--- config.mk ---
export PLATFORM = sky130hd
export DESIGN_NAME = uart_tx_framer
export DESIGN_NICKNAME = d
export VERILOG_FILES = /design/src/rtl/uart_tx_framer.sv
export SDC_FILE = /design/constraint.sdc
export NUM_CORES = 1
export LEC_CHECK = 0
export CAP_MARGIN = 20
export CORE_MARGIN = 8
export CORE_UTILIZATION = 45
export CTS_BUF_LIST = sky130_fd_sc_hd__clkbuf_16
export DETAILED_ROUTE_END_ITERATION = 8
export GPL_TIMING_DRIVEN = 1
export SETUP_SLACK_MARGIN = 0.15
export SLEW_MARGIN = 20
export SYNTH_ARGS = -nofsm -noshare
export SYNTH_HDL_FRONTEND = slang
export SYNTH_SLANG_ARGS = --single-unit
--- constraint.sdc ---
create_clock -name clk -period 5.3 [get_ports clk]
set_input_delay 0.53 -clock clk [delete_from_list [all_inputs] [get_ports clk]]
set_output_delay 0.53 -clock clk [all_outputs]
set_load 0.01 [all_outputs]
--- src/rtl/uart_tx_framer.sv ---
// UART transmitter: small byte FIFO, 16x baud tick divider and an 8E1 frame serialiser.
// Define TX_TWO_STOP_BITS_EN to send two stop bits per frame (8E2).
module uart_tx_framer #(
    parameter int CLK_HZ     = 50_000_000,
    parameter int FIFO_DEPTH = 4
) (
    input  logic       clk,
    input  logic       reset,
    input  logic [7:0] Tx_DATA,
    input  logic       Tx_WR,
    input  logic       Tx_EN,
    input  logic [2:0] baud_select,
    output logic       TxD,
    output logic       Tx_BUSY,
    output logic       Tx_FULL,
    output logic       Tx_OVF
);

    function automatic int div_for(input int baud);
        return (CLK_HZ + 8 * baud) / (16 * baud);
    endfunction

    localparam int DIV_300    = div_for(300);
    localparam int DIV_1200   = div_for(1200);
    localparam int DIV_4800   = div_for(4800);
    localparam int DIV_9600   = div_for(9600);
    localparam int DIV_19200  = div_for(19200);
    localparam int DIV_38400  = div_for(38400);
    localparam int DIV_57600  = div_for(57600);
    localparam int DIV_115200 = div_for(115200);
    localparam int DIV_W      = $clog2(DIV_300 + 1);
    localparam int PTR_W      = $clog2(FIFO_DEPTH);
    localparam int CNT_W      = $clog2(FIFO_DEPTH + 1);

    typedef enum logic [2:0] {IDLE, START, DATA, PARITY, STOP} state_t;

    state_t             state;
    logic [7:0]         fifo_mem [FIFO_DEPTH];
    logic [PTR_W-1:0]   wr_ptr, rd_ptr;
    logic [CNT_W-1:0]   count;
    logic [7:0]         shreg;
    logic               parity;
    logic [2:0]         bit_cnt;
    logic [DIV_W-1:0]   div_cnt, divisor;
    logic [3:0]         tick_cnt;
    logic [2:0]         baud_reg;
    logic               busy, ovf;
    logic               tick, bit_end, frame_end, can_start, pop, wr_accept, last_stop;

`ifdef TX_TWO_STOP_BITS_EN
    logic               stop_second;
    assign last_stop = stop_second;
`else
    assign last_stop = 1'b1;
`endif

    always_comb begin
        divisor = DIV_W'(DIV_115200);
        case (baud_reg)
            3'b000: divisor = DIV_W'(DIV_300);
            3'b001: divisor = DIV_W'(DIV_1200);
            3'b010: divisor = DIV_W'(DIV_4800);
            3'b011: divisor = DIV_W'(DIV_9600);
            3'b100: divisor = DIV_W'(DIV_19200);
            3'b101: divisor = DIV_W'(DIV_38400);
            3'b110: divisor = DIV_W'(DIV_57600);
            3'b111: divisor = DIV_W'(DIV_115200);
        endcase
    end

    assign Tx_FULL   = (count == CNT_W'(FIFO_DEPTH));
    assign Tx_BUSY   = busy;
    assign Tx_OVF    = ovf;
    assign wr_accept = Tx_WR && !Tx_FULL;
    assign can_start = Tx_EN && (count != '0);
    assign tick      = (state != IDLE) && (div_cnt == divisor - DIV_W'(1));
    assign bit_end   = tick && (tick_cnt == 4'd15);
    assign frame_end = (state == STOP) && bit_end && last_stop;
    assign pop       = ((state == IDLE) || frame_end) && can_start;

    always_ff @(posedge clk) begin
        if (wr_accept)
            fifo_mem[wr_ptr] <= Tx_DATA;
    end

    // A write is judged against the registered full flag, so a simultaneous pop cannot rescue it.
    always_ff @(posedge clk or posedge reset) begin
        if (reset) begin
            wr_ptr <= '0;
            rd_ptr <= '0;
            count  <= '0;
            ovf    <= 1'b0;
        end else begin
            ovf <= Tx_WR && Tx_FULL;
            if (wr_accept)
                wr_ptr <= wr_ptr + PTR_W'(1);
            if (pop)
                rd_ptr <= rd_ptr + PTR_W'(1);
            case ({wr_accept, pop})
                2'b10:   count <= count + CNT_W'(1);
                2'b01:   count <= count - CNT_W'(1);
                default: count <= count;
            endcase
        end
    end

    // Divider and frame sequencer share one block so a frame start also restarts bit timing.
    always_ff @(posedge clk or posedge reset) begin
        if (reset) begin
            state    <= IDLE;
            TxD      <= 1'b1;
            busy     <= 1'b0;
            shreg    <= '0;
            parity   <= 1'b0;
            bit_cnt  <= '0;
            div_cnt  <= '0;
            tick_cnt <= '0;
            baud_reg <= '0;
`ifdef TX_TWO_STOP_BITS_EN
            stop_second <= 1'b0;
`endif
        end else begin
            if (state == IDLE || pop) begin
                div_cnt  <= '0;
                tick_cnt <= '0;
            end else if (tick) begin
                div_cnt  <= '0;
                tick_cnt <= tick_cnt + 4'd1;
            end else begin
                div_cnt  <= div_cnt + DIV_W'(1);
            end

            if (pop) begin
                state    <= START;
                TxD      <= 1'b0;
                busy     <= 1'b1;
                shreg    <= fifo_mem[rd_ptr];
                parity   <= ^fifo_mem[rd_ptr];
                baud_reg <= baud_select;
                bit_cnt  <= '0;
`ifdef TX_TWO_STOP_BITS_EN
                stop_second <= 1'b0;
`endif
            end else if (bit_end) begin
                case (state)
                    START: begin
                        state <= DATA;
                        TxD   <= shreg[0];
                    end
                    DATA: begin
                        if (bit_cnt == 3'd7) begin
                            state <= PARITY;
                            TxD   <= parity;
                        end else begin
                            TxD     <= shreg[1];
                            shreg   <= {1'b0, shreg[7:1]};
                            bit_cnt <= bit_cnt + 3'd1;
                        end
                    end
                    PARITY: begin
                        state <= STOP;
                        TxD   <= 1'b1;
                    end
                    STOP: begin
`ifdef TX_TWO_STOP_BITS_EN
                        if (!stop_second) begin
                            stop_second <= 1'b1;
                        end else begin
                            state <= IDLE;
                            busy  <= 1'b0;
                        end
`else
                        state <= IDLE;
                        busy  <= 1'b0;
`endif
                    end
                    default: begin
                        state <= IDLE;
                        busy  <= 1'b0;
                        TxD   <= 1'b1;
                    end
                endcase
            end
        end
    end

endmodule

# [After elaboration in Yosys (flattened, before gate mapping)]
# Memory sizes are Yosys's and may differ from the RTL's.
# Cells that the tools add are included.
# Widths: inputs -> output; s select.
[totals] memories=2 romBits=96 wordCells=86 register_bits=46 ram_bits=32 output_inout_bits=4
[op_classes] n_addsub=8 eq_ne=14 n_reduce_logical=23 muxes=26
[memory_table] memory="(no name shown)" depth=8 word_bits=12 rd=1 rd_clocked_by_memory_dff=0 write_ports=0 line="59" text="case (baud_reg)"
[memory_table] memory="fifo_mem" depth=4 word_bits=8 rd=1 rd_clocked_by_memory_dff=0 write_ports=1 line="38" text="logic [7:0] fifo_mem [FIFO_DEPTH];"
[ops] op="$mux 8" n=4
[ops] op="$mux 14" n=2
[ops] op="$mux 3" n=7
[ops] op="$add 14x1->14 const B" n=1
[ops] op="$eq 14x14->1" n=1
[ops] op="$sub 14x1->14 const B" n=1
[ops] op="$eq 3x3->1 const B" n=3
[ops] op="$pmux 3 s3" n=1
[ops] op="$mux 1" n=8
[ops] op="$mux 4" n=2
[ops] op="$reduce_bool 2->1" n=4
[ops] op="$reduce_xor 8->1" n=1
[ops] op="$logic_and 1x1->1" n=7
[ops] op="$add 3x1->3 const B" n=2
[ops] op="$eq 3x2->1 const B" n=2
[ops] op="$pmux 3 s2" n=1
[ops] op="$reduce_and 2->1" n=3
[ops] op="$reduce_bool 3->1" n=2
[ops] op="$add 2x1->2 const B" n=2
[ops] op="$add 4x1->4 const B" n=1
[ops] op="$eq 4x4->1 const B" n=1
[ops] op="$ne 2x2->1 const B" n=2
[ops] op="$eq 3x1->1 const B" n=1
[ops] op="$logic_not 3->1" n=1
[ops] op="other kinds (10)" n=11

# [Logic depth before layout (Yosys ltp)]
# Gate-level depths: netlist of the first run.
# An unclocked memory read counts as a cell.
[logic_depth] word_depth=10 ltp_mapped=20 mapped_depth_nobuf=18

# [Least setup slack after synthesis of the first run]
# Ideal clock, no wire load.
[synth_timing] path_type="register to register" start="register baud_reg[2]" end="register count[2]" path_stages_with_launch=21 required_time_ns=5.221 arrival_ns=4.096 setup_slack_ns=1.125 cell_sequence="dfrtp_1 -> buf_6 -> buf_2 -> buf_1 -> nand2_1 -> o21ai_0 -> ha_1 -> or4b_4 -> a222oi_1 -> and4_1 -> o211a_1 -> nand4b_1 -> o22a_1 -> buf_2 -> inv_1 -> ha_1 -> inv_1 -> fa_1 -> xor2_1 -> nor2_1 -> xor2_1"
[synth_via] elab_chain_len=10 word_cells_on_any_way=12
[synth_rtl] item="start, declared" line="46" text="logic [2:0] baud_reg;"
[synth_rtl] item="start signal, assigned" line="139" text="baud_reg <= baud_select;"
[synth_rtl] item="$mem_v2 8x12 (*)"
[synth_rtl] item="$sub 14x1->14 (*)" line="76" text="assign tick = (state != IDLE) && (div_cnt == divisor - DIV_W'(1));"
[synth_rtl] item="$eq 14x14->1 (*)" line="76"
[synth_rtl] item="$logic_and 1x1->1 (*)" line="76"
[synth_rtl] item="$logic_and 1x1->1 (*)" line="77" text="assign bit_end = tick && (tick_cnt == 4'd15);"
[synth_rtl] item="$logic_and 1x1->1 (*)" line="78" text="assign frame_end = (state == STOP) && bit_end && last_stop;"
[synth_rtl] item="$logic_or 1x1->1 (*)" line="79" text="assign pop = ((state == IDLE) || frame_end) && can_start;"
[synth_rtl] item="$logic_and 1x1->1 (*)" line="79"
[synth_rtl] item="named net pop" line="48" text="logic tick, bit_end, frame_end, can_start, pop, wr_accept, last_stop;"
[synth_rtl] item="$eq 2x1->1 or $eq 2x2->1 (tied branches)" line="99" text="case ({wr_accept, pop})"
[synth_rtl] item="$pmux 3 s2 or $reduce_bool 2->1 (tied branches)"
[synth_rtl] item="end signal, assigned" line="100" text="2'b10: count <= count + CNT_W'(1);"
[synth_rtl] item="end signal, assigned" line="101" text="2'b01: count <= count - CNT_W'(1);"
[synth_rtl] item="end signal, assigned" line="102" text="default: count <= count;"
[synth_rtl] item="end, declared" line="40" text="logic [CNT_W-1:0] count;"
# The timed path passes the listed nets; every way through them passes the cells marked *.
# A chain may end at the register's enable or synchronous reset.

# [Final worst setup path of the first run]
[layout_timing] start="register baud_reg[0]" end="register count[2]"
# Same word-level chain as after synthesis.

==> impl_results.html, run 1 <==
<table>
<tr><th>Metric</th><th>Value</th></tr>
<tr><th colspan="2">Run status</th></tr>
<tr><td>Run status</td><td>finished, final reports clean</td></tr>
<tr><th colspan="2">Floorplanning</th></tr>
<tr><td>Die area</td><td>12500 sq um</td></tr>
<tr><td>Core outline area</td><td>about 9000 sq um</td></tr>
<tr><td>Vertical die dimension</td><td>112 um</td></tr>
<tr><td>Core Rows</td><td>35</td></tr>
<tr><td>Die Wd</td><td>approximately 110 um</td></tr>
<tr><td>Initial Utilization</td><td>45.6%</td></tr>
<tr><td>Number of top-level design ports</td><td>19</td></tr>
<tr><th colspan="2">Finish</th></tr>
<tr><td>Flip-flop count of the largest register, all copies and words added</td><td>32</td></tr>
<tr><td>Antenna diode count</td><td>0</td></tr>
<tr><td>Most common cell after layout, fill and taps aside</td><td>sky130_fd_sc_hd__dfrtp_1</td></tr>
<tr><td>Final-stage net count</td><td>400</td></tr>
<tr><td>Share of final-layout standard cells stronger than drive strength 1</td><td>between 10% and 20%</td></tr>
<tr><td>Area growth, synth to finish</td><td>13.3%</td></tr>
<tr><td>Regs by FF count</td><td>fifo_mem (32), div_cnt (14), shreg (8)</td></tr>
<tr><td>Commonest non-fill, non-tap cells in the layout</td><td>sky130_fd_sc_hd__dfrtp_1 (45), sky130_fd_sc_hd__edfxtp_1 (32), sky130_fd_sc_hd__nor2_1 (31)</td></tr>
<tr><td>Biggest register</td><td>fifo_mem</td></tr>
<tr><th colspan="2">Critical path</th></tr>
<tr><td>Worst path depth</td><td>19</td></tr>
<tr><td>Critical Path Sink</td><td>count[2]</td></tr>
<tr><td>Critical path data required time</td><td>5.56 ns</td></tr>
<tr><td>Crit-path leading delay family</td><td>compound AO/OA/AOI/OAI gates</td></tr>
<tr><td>Library cell contributing the largest single delay on the critical path</td><td>sky130_fd_sc_hd__dfrtp_1</td></tr>
<tr><td>Worst setup startpoint</td><td>baud_reg[0]</td></tr>
<tr><td>Critical path endpoint category</td><td>flip-flop</td></tr>
<tr><td>Critical path cell sequence</td><td>inv_1 -&gt; ha_1 -&gt; nand2_1 -&gt; o21ai_0 -&gt; ha_1 -&gt; or4b_4 -&gt; a222oi_1 -&gt; and4_1 -&gt; o211a_1 -&gt; nand4b_1 -&gt; buf_4 -&gt; o22a_2 -&gt; inv_1 -&gt; ha_1 -&gt; inv_1 -&gt; fa_1 -&gt; xor2_1 -&gt; nor2_1 -&gt; xor2_1</td></tr>
<tr><td>Highest cell delay on the worst timing path</td><td>0.52 ns</td></tr>
<tr><td>Startpoint of the most critical register-to-register path</td><td>baud_reg[0]</td></tr>
<tr><td>Number of buffer and inverter instances along the worst setup path</td><td>4</td></tr>
<tr><td>Crit Reg-Reg Endpoint</td><td>count[2]</td></tr>
<tr><td>Worst r2r path cells</td><td>19</td></tr>
<tr><td>Largest driver fanout on the critical path</td><td>17</td></tr>
<tr><td>Startpoint class of the critical path</td><td>flip-flop</td></tr>
<tr><td>Classification of the worst setup path</td><td>flip-flop to flip-flop</td></tr>
<tr><td>Worst path arrival time</td><td>4.90 ns</td></tr>
<tr><td>Setup slack of the most critical reg-to-reg path</td><td>0.66 ns</td></tr>
<tr><th colspan="2">Pwr</th></tr>
<tr><td>Total power consumption of the routed design</td><td>~0.0015 W</td></tr>
<tr><td>Leakage power figure</td><td>between 1.5 and 2 nW</td></tr>
<tr><td>Power per Cell Area</td><td>318 nW/um^2</td></tr>
<tr><td>Worst-case vdd ir drop</td><td>0.274 mV</td></tr>
<tr><th colspan="2">CTS</th></tr>
<tr><td># H-tree levels</td><td>3</td></tr>
<tr><td>CTS Hold Buffers Added</td><td>0</td></tr>
<tr><td>CTS resizes</td><td>0</td></tr>
<tr><td>Number of setup buffers added after CTS</td><td>0</td></tr>
<tr><td>Number of buffers added by the clock tree synthesis step</td><td>9</td></tr>
<tr><td>CTS tree</td><td>built</td></tr>
<tr><td>Clock latency reported for the late side of the worst-skew pair</td><td>approximately 0.34 ns</td></tr>
<tr><td>Maximum clock insertion buffer count</td><td>2</td></tr>
<tr><td>Clock transition at the registers of the reported paths</td><td>around 0.06 ns</td></tr>
<tr><td>Cell at the root of the clock tree</td><td>sky130_fd_sc_hd__clkbuf_16</td></tr>
<tr><td>Clock sink count</td><td>78</td></tr>
<tr><th colspan="2">Drt</th></tr>
<tr><td>Drt first-iter violations</td><td>90</td></tr>
<tr><td>Avg WL per Cell</td><td>approximately 16 um</td></tr>
<tr><td>DRC Markers</td><td>0</td></tr>
<tr><td>Via count of the routed design</td><td>2601</td></tr>
<tr><td>Via density per instance</td><td>between 5 and 6</td></tr>
<tr><td>Detailed-router iteration count before antenna repair</td><td>4</td></tr>
<tr><td>Routed WL</td><td>7610 um</td></tr>
<tr><td>Antenna Violating Nets Remaining</td><td>0</td></tr>
<tr><th colspan="2">Logic synthesis</th></tr>
<tr><td>Main combinational cell family by area after synthesis</td><td>simple AND/OR/NAND/NOR gates</td></tr>
<tr><td>Unique cell type count in the Yosys netlist</td><td>58</td></tr>
<tr><td>Portion of the post-synthesis area used by sequential elements</td><td>51.2%</td></tr>
<tr><td>EDFF count, synth</td><td>32</td></tr>
<tr><td>Post-synth top flop</td><td>sky130_fd_sc_hd__dfrtp_1</td></tr>
<tr><td>Syn Nets</td><td>382</td></tr>
<tr><td>Xor/xnor share of the synthesized area</td><td>between 8 and 9%</td></tr>
<tr><td>Fraction of registers with async set/reset</td><td>59.0%</td></tr>
<tr><td>Post-synthesis sequential element count</td><td>78</td></tr>
<tr><td>Mean instance size in the synthesized netlist</td><td>~12 sq um</td></tr>
<tr><td>Simple-gate area share of the yosys netlist</td><td>16.1%</td></tr>
<tr><td>Adder-cell area share of the yosys netlist</td><td>5.63%</td></tr>
<tr><td>Proportion of synthesized area in mux cells</td><td>7.66%</td></tr>
<tr><td>Post-Syn Area</td><td>a little over 4000 sq um</td></tr>
<tr><td>Syn. warnings</td><td>0</td></tr>
<tr><td>Share of the synthesized area in compound gates (AO/OA/AOI/OAI)</td><td>~8.4%</td></tr>
<tr><td>Cells after synthesis</td><td>349</td></tr>
<tr><th colspan="2">Global route</th></tr>
<tr><td>Residual overflow from global routing</td><td>0</td></tr>
<tr><td>Antenna violations before repair</td><td>0</td></tr>
<tr><td>Overall fraction of global-route tracks in use</td><td>12.8%</td></tr>
<tr><td>Via count of the first global-routing pass</td><td>about 2700</td></tr>
<tr><td>First-pass GRT wire length</td><td>12900 um</td></tr>
<tr><td>Largest net degree at the start of global routing</td><td>47</td></tr>
<tr><th colspan="2">Timing</th></tr>
<tr><td>RSZ-0062 raised after global routing</td><td>no</td></tr>
<tr><td>Worst clock skew on the final layout</td><td>0.00832 ns</td></tr>
<tr><td>Slew Viols, Final</td><td>0</td></tr>
<tr><td>Fmax</td><td>about 0.22 GHz</td></tr>
<tr><td>Worst Tran Pin Value</td><td>0.791 ns</td></tr>
<tr><td>Rel. slew slack</td><td>47.2%</td></tr>
<tr><td>Final setup viols</td><td>0</td></tr>
<tr><td>Fraction of the cycle the final worst path needs</td><td>87.6%</td></tr>
<tr><td>Final Critical Period</td><td>about 4.6 ns</td></tr>
<tr><td>Final Hold Viols</td><td>0</td></tr>
<tr><td>Summed negative setup slack over all endpoints</td><td>0 ns</td></tr>
<tr><th colspan="2">Job</th></tr>
<tr><td>Maxcap violations</td><td>0</td></tr>
<tr><th colspan="2">Placed design</th></tr>
<tr><td>RePlAce Congestion</td><td>between 0.8 and 0.9</td></tr>
<tr><td>Post-DP HPWL</td><td>5360 um</td></tr>
<tr><td>Port Buffer Count</td><td>18</td></tr>
<tr><th colspan="2">Hold path</th></tr>
<tr><td>Min-delay worst type</td><td>flip-flop to flip-flop</td></tr>
</table>
## where the power goes
part           switching, W  internal [W]  total (W)  leakage (nW)
Combinational     0.0000970     0.0000823   0.000179         0.881
Clock              0.000251      0.000321   0.000572         0.129
Sequential        0.0000300      0.000706   0.000736         0.865
Total              0.000378       0.00111    0.00149          1.88
## stage by stage
step / instances / utilization (%) / setup slack (ns) / hold WS (ns) / area (sq um)
2_1_floorplan: 349 / - / 1.12 / 0.444 / 4130
3_3_place_gp: 467 / 48.5 / 0.628 / 0.479 / 4400
3_5_place_dp: 467 / 48.5 / 0.511 / 0.489 / 4400
4_1_cts: 483 / 51.6 / 0.485 / 0.503 / 4680
5_1_grt: 483 / 51.6 / 0.316 / 0.543 / 4680
6_report: 483 / 51.6 / 0.656 / 0.492 / 4680
## cells by family (layout without fill, tap and decap cells)
family / Yosys count / after routing
fa+ha+maj: 18 / 18
flops: 78 / 78
simple gates: 121 / 121
compound gates: 45 / 45
mux: 21 / 21
buf+inv: 28 / 51
xor+xnor: 38 / 38
## synth_stat cells, drive strengths merged (8+ instances only)
cell type | count | area (sq um)
dfrtp | 45 | 1130
edfxtp | 32 | 961
nor2 | 31 | 116
xnor2 | 24 | 210
nand2 | 19 | 71.3
ha | 17 | 213
inv | 15 | 56.3
xor2 | 14 | 123
nand3 | 11 | 55.1
and3 | 10 | 62.6
o21ai | 10 | 61.3
or2 | 9 | 56.3
mux2i | 8 | 80.1
mux4 | 8 | 180
## final cells by class
type,count,area (sq um)
clock buffer,9,225
timing repair buffer,20,195
tap,111,139
fill,809,4380
sequential,78,2110
clock inverter,7,55.1
multi-input combinational,243,1900
inverter,15,57.6
## metal layers
layer	global-route usage (%)	wire (um)	up-vias
li1	-	-	1292
met1	15.3	3540	1277
met2	21.8	3790	23
met3	3.41	180	9
met4	4.47	102	0
met5	0	0	-
## worst min-delay path: stages, from the launching register on
cell and delay [ns]:
sky130_fd_sc_hd__dfrtp_1 0.34, sky130_fd_sc_hd__nand2_1 0.05, sky130_fd_sc_hd__o21ai_0 0.06
## how the worst min path moves through the flow
stage | slack (ns) | end | cells past startpoint | from
CTS | 0.50 | TxD | 2 | TxD
global route | 0.54 | count[2] | 1 | count[2]
detailed placement | 0.49 | TxD | 2 | TxD
finish | 0.49 | parity | 2 | parity
floorplan | 0.44 | parity | 2 | parity
global placement | 0.48 | parity | 2 | parity
Note: power is estimated with default switching activity, not from simulation.
==> run 2, diff against run 1 <==
--- a/config.mk
+++ b/config.mk
@@ -10,6 +10,7 @@
 export CORE_UTILIZATION = 45
 export CTS_BUF_LIST = sky130_fd_sc_hd__clkbuf_16
 export DETAILED_ROUTE_END_ITERATION = 8
+export DONT_BUFFER_PORTS = 1
 export GPL_TIMING_DRIVEN = 1
 export SETUP_SLACK_MARGIN = 0.15
 export SLEW_MARGIN = 20
==> constraint.sdc (replaced) <==
create_clock -name clk -period 4.95 [get_ports clk]
set_input_delay 0.495 -clock clk [delete_from_list [all_inputs] [get_ports clk]]
set_output_delay 0.495 -clock clk [all_outputs]
set_load 0.01 [all_outputs]
==> run 2 against run 1 <==
Clock power up 20%. Largest power group unchanged. Non-clock buffer count shrank 14. Power rose by 11%. Maximum frequency is 5.6% higher. Core utilization shrank 1.2 points. Largest cell class unchanged. Highest routed layer unchanged. Sequential share of layout area is 1.0 points higher. Critical path depth unchanged. Die area is the same.
==> impl_results.html, run 2 (same netlist as run 1, synthesis figures left out) <==
<table>
<tr><th>Metric</th><th>Value</th></tr>
<tr><th colspan="2">Critical path</th></tr>
<tr><td>Largest driver fanout on the critical path</td><td>13 (-4)</td></tr>
<tr><td>Critical path data required time</td><td>5.21 ns (-0.35 ns)</td></tr>
<tr><td>Critical path cell sequence</td><td>inv_1 -&gt; ha_1 -&gt; nand2_1 -&gt; o21ai_0 -&gt; ha_1 -&gt; or4b_4 -&gt; a222oi_1 -&gt; and4_1 -&gt; o211a_1 -&gt; nand4b_1 -&gt; buf_4 -&gt; o22a_1 -&gt; inv_1 -&gt; ha_1 -&gt; inv_1 -&gt; fa_1 -&gt; xor2_1 -&gt; nor2_1 -&gt; xor2_1</td></tr>
<tr><td>Number of buffer and inverter instances along the worst setup path</td><td>4 (unchanged)</td></tr>
<tr><td>Highest cell delay on the worst timing path</td><td>0.53 ns (about the same)</td></tr>
<tr><td>Library cell contributing the largest single delay on the critical path</td><td>sky130_fd_sc_hd__dfrtp_1</td></tr>
<tr><td>Crit-path leading delay family</td><td>adder cells</td></tr>
<tr><td>Critical path endpoint category</td><td>flip-flop</td></tr>
<tr><td>Classification of the worst setup path</td><td>flip-flop to flip-flop</td></tr>
<tr><td>Startpoint class of the critical path</td><td>flip-flop</td></tr>
<tr><td>Worst path arrival time</td><td>4.66 ns (-0.24 ns)</td></tr>
<tr><th colspan="2">Pwr</th></tr>
<tr><td>Worst-case vdd ir drop</td><td>0.337 mV (+23%)</td></tr>
<tr><td>Power per Cell Area</td><td>360 nW/um^2 (+13%)</td></tr>
<tr><td>Leakage power figure</td><td>1.85 nW (-1.4%)</td></tr>
<tr><td>Total power consumption of the routed design</td><td>0.00164 W (+11%)</td></tr>
<tr><th colspan="2">Timing</th></tr>
<tr><td>Final Critical Period</td><td>4.40 ns (-0.247 ns)</td></tr>
<tr><td>Slew Viols, Final</td><td>0 (unchanged)</td></tr>
<tr><td>Final setup viols</td><td>0 (unchanged)</td></tr>
<tr><td>RSZ-0062 raised after global routing</td><td>no</td></tr>
<tr><td>Worst clock skew on the final layout</td><td>0.0136 ns (+0.00525 ns)</td></tr>
<tr><td>Fraction of the cycle the final worst path needs</td><td>88.8% (+1.2 points)</td></tr>
<tr><td>Rel. slew slack</td><td>53.8% (+6.6 points)</td></tr>
<tr><td>Summed negative setup slack over all endpoints</td><td>0 ns (unchanged)</td></tr>
<tr><td>Worst Tran Pin Value</td><td>0.688 ns (-0.103 ns)</td></tr>
<tr><td>Fmax</td><td>0.227 GHz (+5.6%)</td></tr>
<tr><td>Final Hold Viols</td><td>0 (unchanged)</td></tr>
<tr><td>WHS</td><td>0.249 ns (-0.244 ns)</td></tr>
<tr><th colspan="2">Floorplanning</th></tr>
<tr><td>Initial Utilization</td><td>45.6% (unchanged)</td></tr>
<tr><td>Number of top-level design ports</td><td>19 (unchanged)</td></tr>
<tr><td>Core Rows</td><td>35 (unchanged)</td></tr>
<tr><td>Core outline area</td><td>9060 sq um (unchanged)</td></tr>
<tr><td>Die Wd</td><td>112 um (unchanged)</td></tr>
<tr><td>Vertical die dimension</td><td>112 um (unchanged)</td></tr>
<tr><td>Die area</td><td>12500 sq um (unchanged)</td></tr>
<tr><th colspan="2">Drt</th></tr>
<tr><td>Drt first-iter violations</td><td>128 (+42%)</td></tr>
<tr><td>Via count of the routed design</td><td>2581 (-0.77%)</td></tr>
<tr><td>Avg WL per Cell</td><td>16.0 um (+1.5%)</td></tr>
<tr><td>Detailed-router iteration count before antenna repair</td><td>4 (unchanged)</td></tr>
<tr><td>DRC Markers</td><td>0 (unchanged)</td></tr>
<tr><td>Antenna Violating Nets Remaining</td><td>0 (unchanged)</td></tr>
<tr><td>Via density per instance</td><td>5.50 (+2.2%)</td></tr>
<tr><td>Routed WL</td><td>7500 um (-1.5%)</td></tr>
<tr><th colspan="2">CTS</th></tr>
<tr><td>Clock latency reported for the late side of the worst-skew pair</td><td>0.34 ns (about the same)</td></tr>
<tr><td>CTS resizes</td><td>0 (unchanged)</td></tr>
<tr><td># H-tree levels</td><td>3 (unchanged)</td></tr>
<tr><td>Clock transition at the registers of the reported paths</td><td>0.07 ns (about the same)</td></tr>
<tr><td>Number of buffers added by the clock tree synthesis step</td><td>9 (unchanged)</td></tr>
<tr><td>CTS tree</td><td>built</td></tr>
<tr><td>Maximum clock insertion buffer count</td><td>2 (unchanged)</td></tr>
<tr><td>Clock sink count</td><td>78 (unchanged)</td></tr>
<tr><td>Number of setup buffers added after CTS</td><td>0 (unchanged)</td></tr>
<tr><td>Cell at the root of the clock tree</td><td>sky130_fd_sc_hd__clkbuf_16</td></tr>
<tr><th colspan="2">Finish</th></tr>
<tr><td>Regs by FF count</td><td>fifo_mem (32), div_cnt (14), shreg (8)</td></tr>
<tr><td>Footprint of the multi-input gates</td><td>1890 sq um (about the same)</td></tr>
<tr><td>Share of final-layout standard cells stronger than drive strength 1</td><td>14.5% (+1.1 points)</td></tr>
<tr><td>Most common cell after layout, fill and taps aside</td><td>sky130_fd_sc_hd__dfrtp_1</td></tr>
<tr><td>Total area of sequential cells</td><td>2110 sq um (unchanged)</td></tr>
<tr><td>Area growth, synth to finish</td><td>10.7%</td></tr>
<tr><td>Flip-flop count of the largest register, all copies and words added</td><td>32 (unchanged)</td></tr>
<tr><td>Post-layout utilization of the core</td><td>50.5% (-1.2 points)</td></tr>
<tr><td>Biggest register</td><td>fifo_mem</td></tr>
<tr><td>Antenna diode count</td><td>0 (unchanged)</td></tr>
<tr><td>Final-stage net count</td><td>386 (-3.5%)</td></tr>
<tr><td>Commonest non-fill, non-tap cells in the layout</td><td>sky130_fd_sc_hd__dfrtp_1 (45), sky130_fd_sc_hd__edfxtp_1 (32), sky130_fd_sc_hd__nor2_1 (31)</td></tr>
<tr><td>Layout filler cell count</td><td>778 (-3.8%)</td></tr>
<tr><th colspan="2">Global route</th></tr>
<tr><td>Via count of the first global-routing pass</td><td>2583 (-2.9%)</td></tr>
<tr><td>Antenna violations before repair</td><td>0 (unchanged)</td></tr>
<tr><td>Largest net degree at the start of global routing</td><td>47 (unchanged)</td></tr>
<tr><td>Overall fraction of global-route tracks in use</td><td>12.9% (+0.11 points)</td></tr>
<tr><td>First-pass GRT wire length</td><td>13000 um (+1.0%)</td></tr>
<tr><td>Residual overflow from global routing</td><td>0 (unchanged)</td></tr>
<tr><th colspan="2">Placed design</th></tr>
<tr><td>Post-DP HPWL</td><td>5440 um (+1.5%)</td></tr>
<tr><td>Port Buffer Count</td><td>0 (-18)</td></tr>
<tr><td>RePlAce Congestion</td><td>0.821 (+1.4%)</td></tr>
<tr><th colspan="2">Job</th></tr>
<tr><td>Maxcap violations</td><td>0 (unchanged)</td></tr>
<tr><th colspan="2">Run status</th></tr>
<tr><td>Run status</td><td>finished, final reports clean</td></tr>
<tr><th colspan="2">Hold path</th></tr>
<tr><td>Min-delay worst type</td><td>input pin to flip-flop</td></tr>
</table>
run 2: what timing repair did:
action                                  4_1_cts  5_1_grt
hold buffers                                  0        1
endpoints found under the setup margin        0        0
endpoints found under the hold margin         0        2
run 2: path summary, 6_finish.rpt:
path	slack, ns	from	cells past startpoint	to
max in group asynchronous	3.90	reset	3	shreg[1]
max	0.55	baud_reg[0]	19	count[2]
max reg2reg	0.55	baud_reg[0]	19	count[2]
min	0.25	Tx_DATA[2]	0	fifo_mem[3][2]
min in group asynchronous	0.57	reset	2	Tx_OVF
min reg2reg	0.48	parity	2	parity
run 2: power breakdown:
group | total [W] | switching (W) | internal [W]
clock network | 0.000685 | 0.000282 | 0.000403
registers | 0.000790 | 0.0000342 | 0.000756
logic | 0.000170 | 0.0000968 | 0.0000730
total | 0.00164 | 0.000413 | 0.00123
run 2: layer usage:
metal | up-vias | track usage, % | routed length (um)
met5 | - | 0 | 0
met4 | 0 | 5.65 | 165
met3 | 13 | 3.73 | 240
met2 | 27 | 21.6 | 3770
met1 | 1272 | 15.2 | 3320
li1 | 1269 | - | -
run 2: cell type report:
cell class / count / share of cell area [%]
Clock buffer: 9 / 4.92
Clock inverter: 7 / 1.89
Inverter: 15 / 1.23
Multi-Input combinational cell: 243 / 41.4
Sequential cell: 78 / 46.2
Tap cell: 111 / 3.04
Timing Repair Buffer: 6 / 1.31
run 2: per-stage QoR:
stage,worst slack (ns),std cells,cell area [sq um]
finish,0.553,469,4570
global route,0.179,469,4570
CTS,0.536,467,4540
detailed placement,0.543,451,4230
global placement,0.690,451,4230
floorplan,0.775,349,4130
==> run 3, diff against run 2 <==
--- a/config.mk
+++ b/config.mk
@@ -6,14 +6,17 @@
 export NUM_CORES = 1
 export LEC_CHECK = 0
 export CAP_MARGIN = 20
+export CELL_PAD_IN_SITES_DETAIL_PLACEMENT = 0
+export CELL_PAD_IN_SITES_GLOBAL_PLACEMENT = 1
 export CORE_MARGIN = 8
 export CORE_UTILIZATION = 45
 export CTS_BUF_LIST = sky130_fd_sc_hd__clkbuf_16
 export DETAILED_ROUTE_END_ITERATION = 8
 export DONT_BUFFER_PORTS = 1
 export GPL_TIMING_DRIVEN = 1
+export PLACE_DENSITY_LB_ADDON = 0.1
 export SETUP_SLACK_MARGIN = 0.15
-export SLEW_MARGIN = 20
+export SLEW_MARGIN = 5
 export SYNTH_ARGS = -nofsm -noshare
 export SYNTH_HDL_FRONTEND = slang
 export SYNTH_SLANG_ARGS = --single-unit
==> run 3 against run 2 <==
The flow now finishes with violations (negative hold slack). Clock power down 2%. First-iteration DRC count fell by 37%. Maximum frequency increased by 0.46%. Count of clock-buffer cells in the layout stayed put. Global-route usage up 0.24 points. Power fell by 0.88%. Core utilization shrank 0.18 points. Setup slack improved by 0.020 ns. Non-clock buffer count is 1 lower. Final cell count shrank 0.21%. Sequential power is 0.5% higher. Critical endpoint unchanged. Largest power group unchanged.
==> impl_results.html, run 3 (same netlist as run 1, synthesis figures left out) <==
<table>
<tr><th>Metric</th><th>Value</th></tr>
<tr><th colspan="2">Run status</th></tr>
<tr><td>Run status</td><td>complete, but fails checks</td></tr>
<tr><td>Violations in the final reports</td><td>negative hold slack</td></tr>
<tr><th colspan="2">Timing</th></tr>
<tr><td>Summed negative setup slack over all endpoints</td><td>0 ns (unchanged)</td></tr>
<tr><td>Final setup viols</td><td>0 (unchanged)</td></tr>
<tr><td>Final Hold Viols</td><td>1 (+1)</td></tr>
<tr><td>RSZ-0062 raised after global routing</td><td>no</td></tr>
<tr><td>Post-route setup slack</td><td>0.573 ns (+0.0203 ns)</td></tr>
<tr><td>Fmax</td><td>0.228 GHz (+0.46%)</td></tr>
<tr><td>Worst clock skew on the final layout</td><td>0.00529 ns (-0.00828 ns)</td></tr>
<tr><td>Fraction of the cycle the final worst path needs</td><td>88.4% (-0.41 points)</td></tr>
<tr><td>Worst Tran Pin Value</td><td>0.652 ns (-0.0362 ns)</td></tr>
<tr><td>Final Critical Period</td><td>4.38 ns (-0.0203 ns)</td></tr>
<tr><td>WHS</td><td>-0.0000703 ns (-0.249 ns)</td></tr>
<tr><td>Rel. slew slack</td><td>56.2% (+2.4 points)</td></tr>
<tr><td>Slew Viols, Final</td><td>0 (unchanged)</td></tr>
<tr><th colspan="2">CTS</th></tr>
<tr><td>CTS tree</td><td>built</td></tr>
<tr><td>CTS Hold Buffers Added</td><td>0 (unchanged)</td></tr>
<tr><td># H-tree levels</td><td>3 (unchanged)</td></tr>
<tr><td>Number of buffers added by the clock tree synthesis step</td><td>9 (unchanged)</td></tr>
<tr><td>Cell at the root of the clock tree</td><td>sky130_fd_sc_hd__clkbuf_16</td></tr>
<tr><td>Number of setup buffers added after CTS</td><td>0 (unchanged)</td></tr>
<tr><td>Clock sink count</td><td>78 (unchanged)</td></tr>
<tr><td>Clock transition at the registers of the reported paths</td><td>0.06 ns (about the same)</td></tr>
<tr><td>Maximum clock insertion buffer count</td><td>2 (unchanged)</td></tr>
<tr><td>Clock latency reported for the late side of the worst-skew pair</td><td>0.33 ns (about the same)</td></tr>
<tr><td>CTS resizes</td><td>0 (unchanged)</td></tr>
<tr><th colspan="2">Job</th></tr>
<tr><td>Maxcap violations</td><td>0 (unchanged)</td></tr>
<tr><th colspan="2">Placed design</th></tr>
<tr><td>Port Buffer Count</td><td>0 (unchanged)</td></tr>
<tr><td>Total instance count after detailed placement</td><td>451 (unchanged)</td></tr>
<tr><td>Post-DP HPWL</td><td>5530 um (+1.7%)</td></tr>
<tr><td>Worst-case setup slack after placement</td><td>0.547 ns (+0.00416 ns)</td></tr>
<tr><td>RePlAce Congestion</td><td>0.807 (-1.6%)</td></tr>
<tr><th colspan="2">Finish</th></tr>
<tr><td>Post-layout utilization of the core</td><td>50.3% (-0.18 points)</td></tr>
<tr><td>Flip-flop count of the largest register, all copies and words added</td><td>32 (unchanged)</td></tr>
<tr><td>Final-stage net count</td><td>385 (-0.26%)</td></tr>
<tr><td>Antenna diode count</td><td>0 (unchanged)</td></tr>
<tr><td>Count of non-filler cells in the finished layout</td><td>468 (-0.21%)</td></tr>
<tr><td>Most common cell after layout, fill and taps aside</td><td>sky130_fd_sc_hd__dfrtp_1</td></tr>
<tr><td>Share of final-layout standard cells stronger than drive strength 1</td><td>14.6% (+0.041 points)</td></tr>
<tr><td>Layout filler cell count</td><td>810 (+4.1%)</td></tr>
<tr><td>Biggest register</td><td>fifo_mem</td></tr>
<tr><td>Commonest non-fill, non-tap cells in the layout</td><td>sky130_fd_sc_hd__dfrtp_1 (45), sky130_fd_sc_hd__edfxtp_1 (32), sky130_fd_sc_hd__nor2_1 (31)</td></tr>
<tr><td>Area growth, synth to finish</td><td>10.3%</td></tr>
<tr><td>Regs by FF count</td><td>fifo_mem (32), div_cnt (14), shreg (8)</td></tr>
<tr><th colspan="2">Drt</th></tr>
<tr><td>Detailed-router iteration count before antenna repair</td><td>5 (+1)</td></tr>
<tr><td>Routed WL</td><td>7750 um (+3.4%)</td></tr>
<tr><td>Avg WL per Cell</td><td>16.6 um (+3.6%)</td></tr>
<tr><td>DRC Markers</td><td>0 (unchanged)</td></tr>
<tr><td>Drt first-iter violations</td><td>81 (-37%)</td></tr>
<tr><td>Antenna Violating Nets Remaining</td><td>0 (unchanged)</td></tr>
<tr><td>Via count of the routed design</td><td>2603 (+0.85%)</td></tr>
<tr><td>Via density per instance</td><td>5.56 (+1.1%)</td></tr>
<tr><th colspan="2">Pwr</th></tr>
<tr><td>Power per Cell Area</td><td>358 nW/um^2 (-0.53%)</td></tr>
<tr><td>Worst-case vdd ir drop</td><td>0.232 mV (-31%)</td></tr>
<tr><td>Leakage power figure</td><td>1.84 nW (-0.65%)</td></tr>
<tr><th colspan="2">Floorplanning</th></tr>
<tr><td>Initial Utilization</td><td>45.6% (unchanged)</td></tr>
<tr><td>Core Rows</td><td>35 (unchanged)</td></tr>
<tr><td>Die area</td><td>12500 sq um (unchanged)</td></tr>
<tr><td>Die Wd</td><td>112 um (unchanged)</td></tr>
<tr><td>Core outline area</td><td>9060 sq um (unchanged)</td></tr>
<tr><td>Number of top-level design ports</td><td>19 (unchanged)</td></tr>
<tr><td>Vertical die dimension</td><td>112 um (unchanged)</td></tr>
<tr><th colspan="2">Critical path</th></tr>
<tr><td>Largest driver fanout on the critical path</td><td>13 (unchanged)</td></tr>
<tr><td>Critical path cell sequence</td><td>inv_1 -&gt; ha_1 -&gt; nand2_1 -&gt; o21ai_0 -&gt; ha_1 -&gt; or4b_4 -&gt; a222oi_1 -&gt; and4_1 -&gt; o211a_1 -&gt; nand4b_1 -&gt; buf_4 -&gt; o22a_1 -&gt; inv_1 -&gt; ha_1 -&gt; inv_1 -&gt; fa_1 -&gt; xor2_1 -&gt; nor2_1 -&gt; xor2_1</td></tr>
<tr><td>Startpoint class of the critical path</td><td>flip-flop</td></tr>
<tr><td>Crit-path leading delay family</td><td>adder cells</td></tr>
<tr><td>Classification of the worst setup path</td><td>flip-flop to flip-flop</td></tr>
<tr><td>Number of buffer and inverter instances along the worst setup path</td><td>4 (unchanged)</td></tr>
<tr><td>Critical path data required time</td><td>5.21 ns (about the same)</td></tr>
<tr><td>Critical path endpoint category</td><td>flip-flop</td></tr>
<tr><td>Worst path arrival time</td><td>4.63 ns (-0.03 ns)</td></tr>
<tr><td>Highest cell delay on the worst timing path</td><td>0.51 ns (-0.02 ns)</td></tr>
<tr><td>Library cell contributing the largest single delay on the critical path</td><td>sky130_fd_sc_hd__dfrtp_1</td></tr>
<tr><th colspan="2">Global route</th></tr>
<tr><td>Via count of the first global-routing pass</td><td>2565 (-0.70%)</td></tr>
<tr><td>Largest net degree at the start of global routing</td><td>47 (unchanged)</td></tr>
<tr><td>Overall fraction of global-route tracks in use</td><td>13.2% (+0.24 points)</td></tr>
<tr><td>First-pass GRT wire length</td><td>13000 um (-0.32%)</td></tr>
<tr><td>Residual overflow from global routing</td><td>0 (unchanged)</td></tr>
<tr><td>Antenna violations before repair</td><td>0 (unchanged)</td></tr>
<tr><th colspan="2">Hold path</th></tr>
<tr><td>Min-delay worst type</td><td>input pin to asynchronous set/reset pin</td></tr>
</table>
[run 3: routing by layer]
layer / track usage (%) / routed length [um] / up-vias
met5: 0 / 0 / -
met4: 5.65 / 114 / 0
met3: 3.25 / 273 / 10
met2: 22.0 / 3890 / 33
met1: 15.8 / 3480 / 1294
li1: - / - / 1266
[run 3: path summary, 6_finish.rpt]
check / start / to / slack [ns] / depth (start not counted)
max: baud_reg[0] / count[2] / 0.57 / 19
min: reset / tick_cnt[0] / -0.00007 / 1
max reg2reg: baud_reg[0] / count[2] / 0.57 / 19
min reg2reg: parity / parity / 0.50 / 2
max in group asynchronous: reset / baud_reg[1] / 4.47 / 2
min in group clk: Tx_DATA[2] / fifo_mem[2][2] / 0.25 / 0
[run 3: cell type report]
class | count | area (sq um) | area share (%)
timing repair buffer | 5 | 50.0 | 1.10
multi-input combinational | 243 | 1890 | 41.6
tap | 111 | 139 | 3.05
clock buffer | 9 | 225 | 4.94
sequential | 78 | 2110 | 46.4
clock inverter | 7 | 80.1 | 1.76
inverter | 15 | 56.3 | 1.24
[run 3: where the power goes]
| group | internal, W | total (W) | switching [W] |
|---|---|---|---|
| registers | 0.000757 | 0.000794 | 0.0000372 |
| clock network | 0.000397 | 0.000670 | 0.000274 |
| logic | 0.0000717 | 0.000167 | 0.0000949 |
| total | 0.00122 | 0.00163 | 0.000406 |
[run 3: metrics by stage]
step                cell area, sq um  total power [W]
finish                          4560          0.00163
global route                    4560          0.00171
CTS                             4540          0.00165
detailed placement              4230         0.000977
global placement                4230         0.000970
floorplan                       4130         0.000931
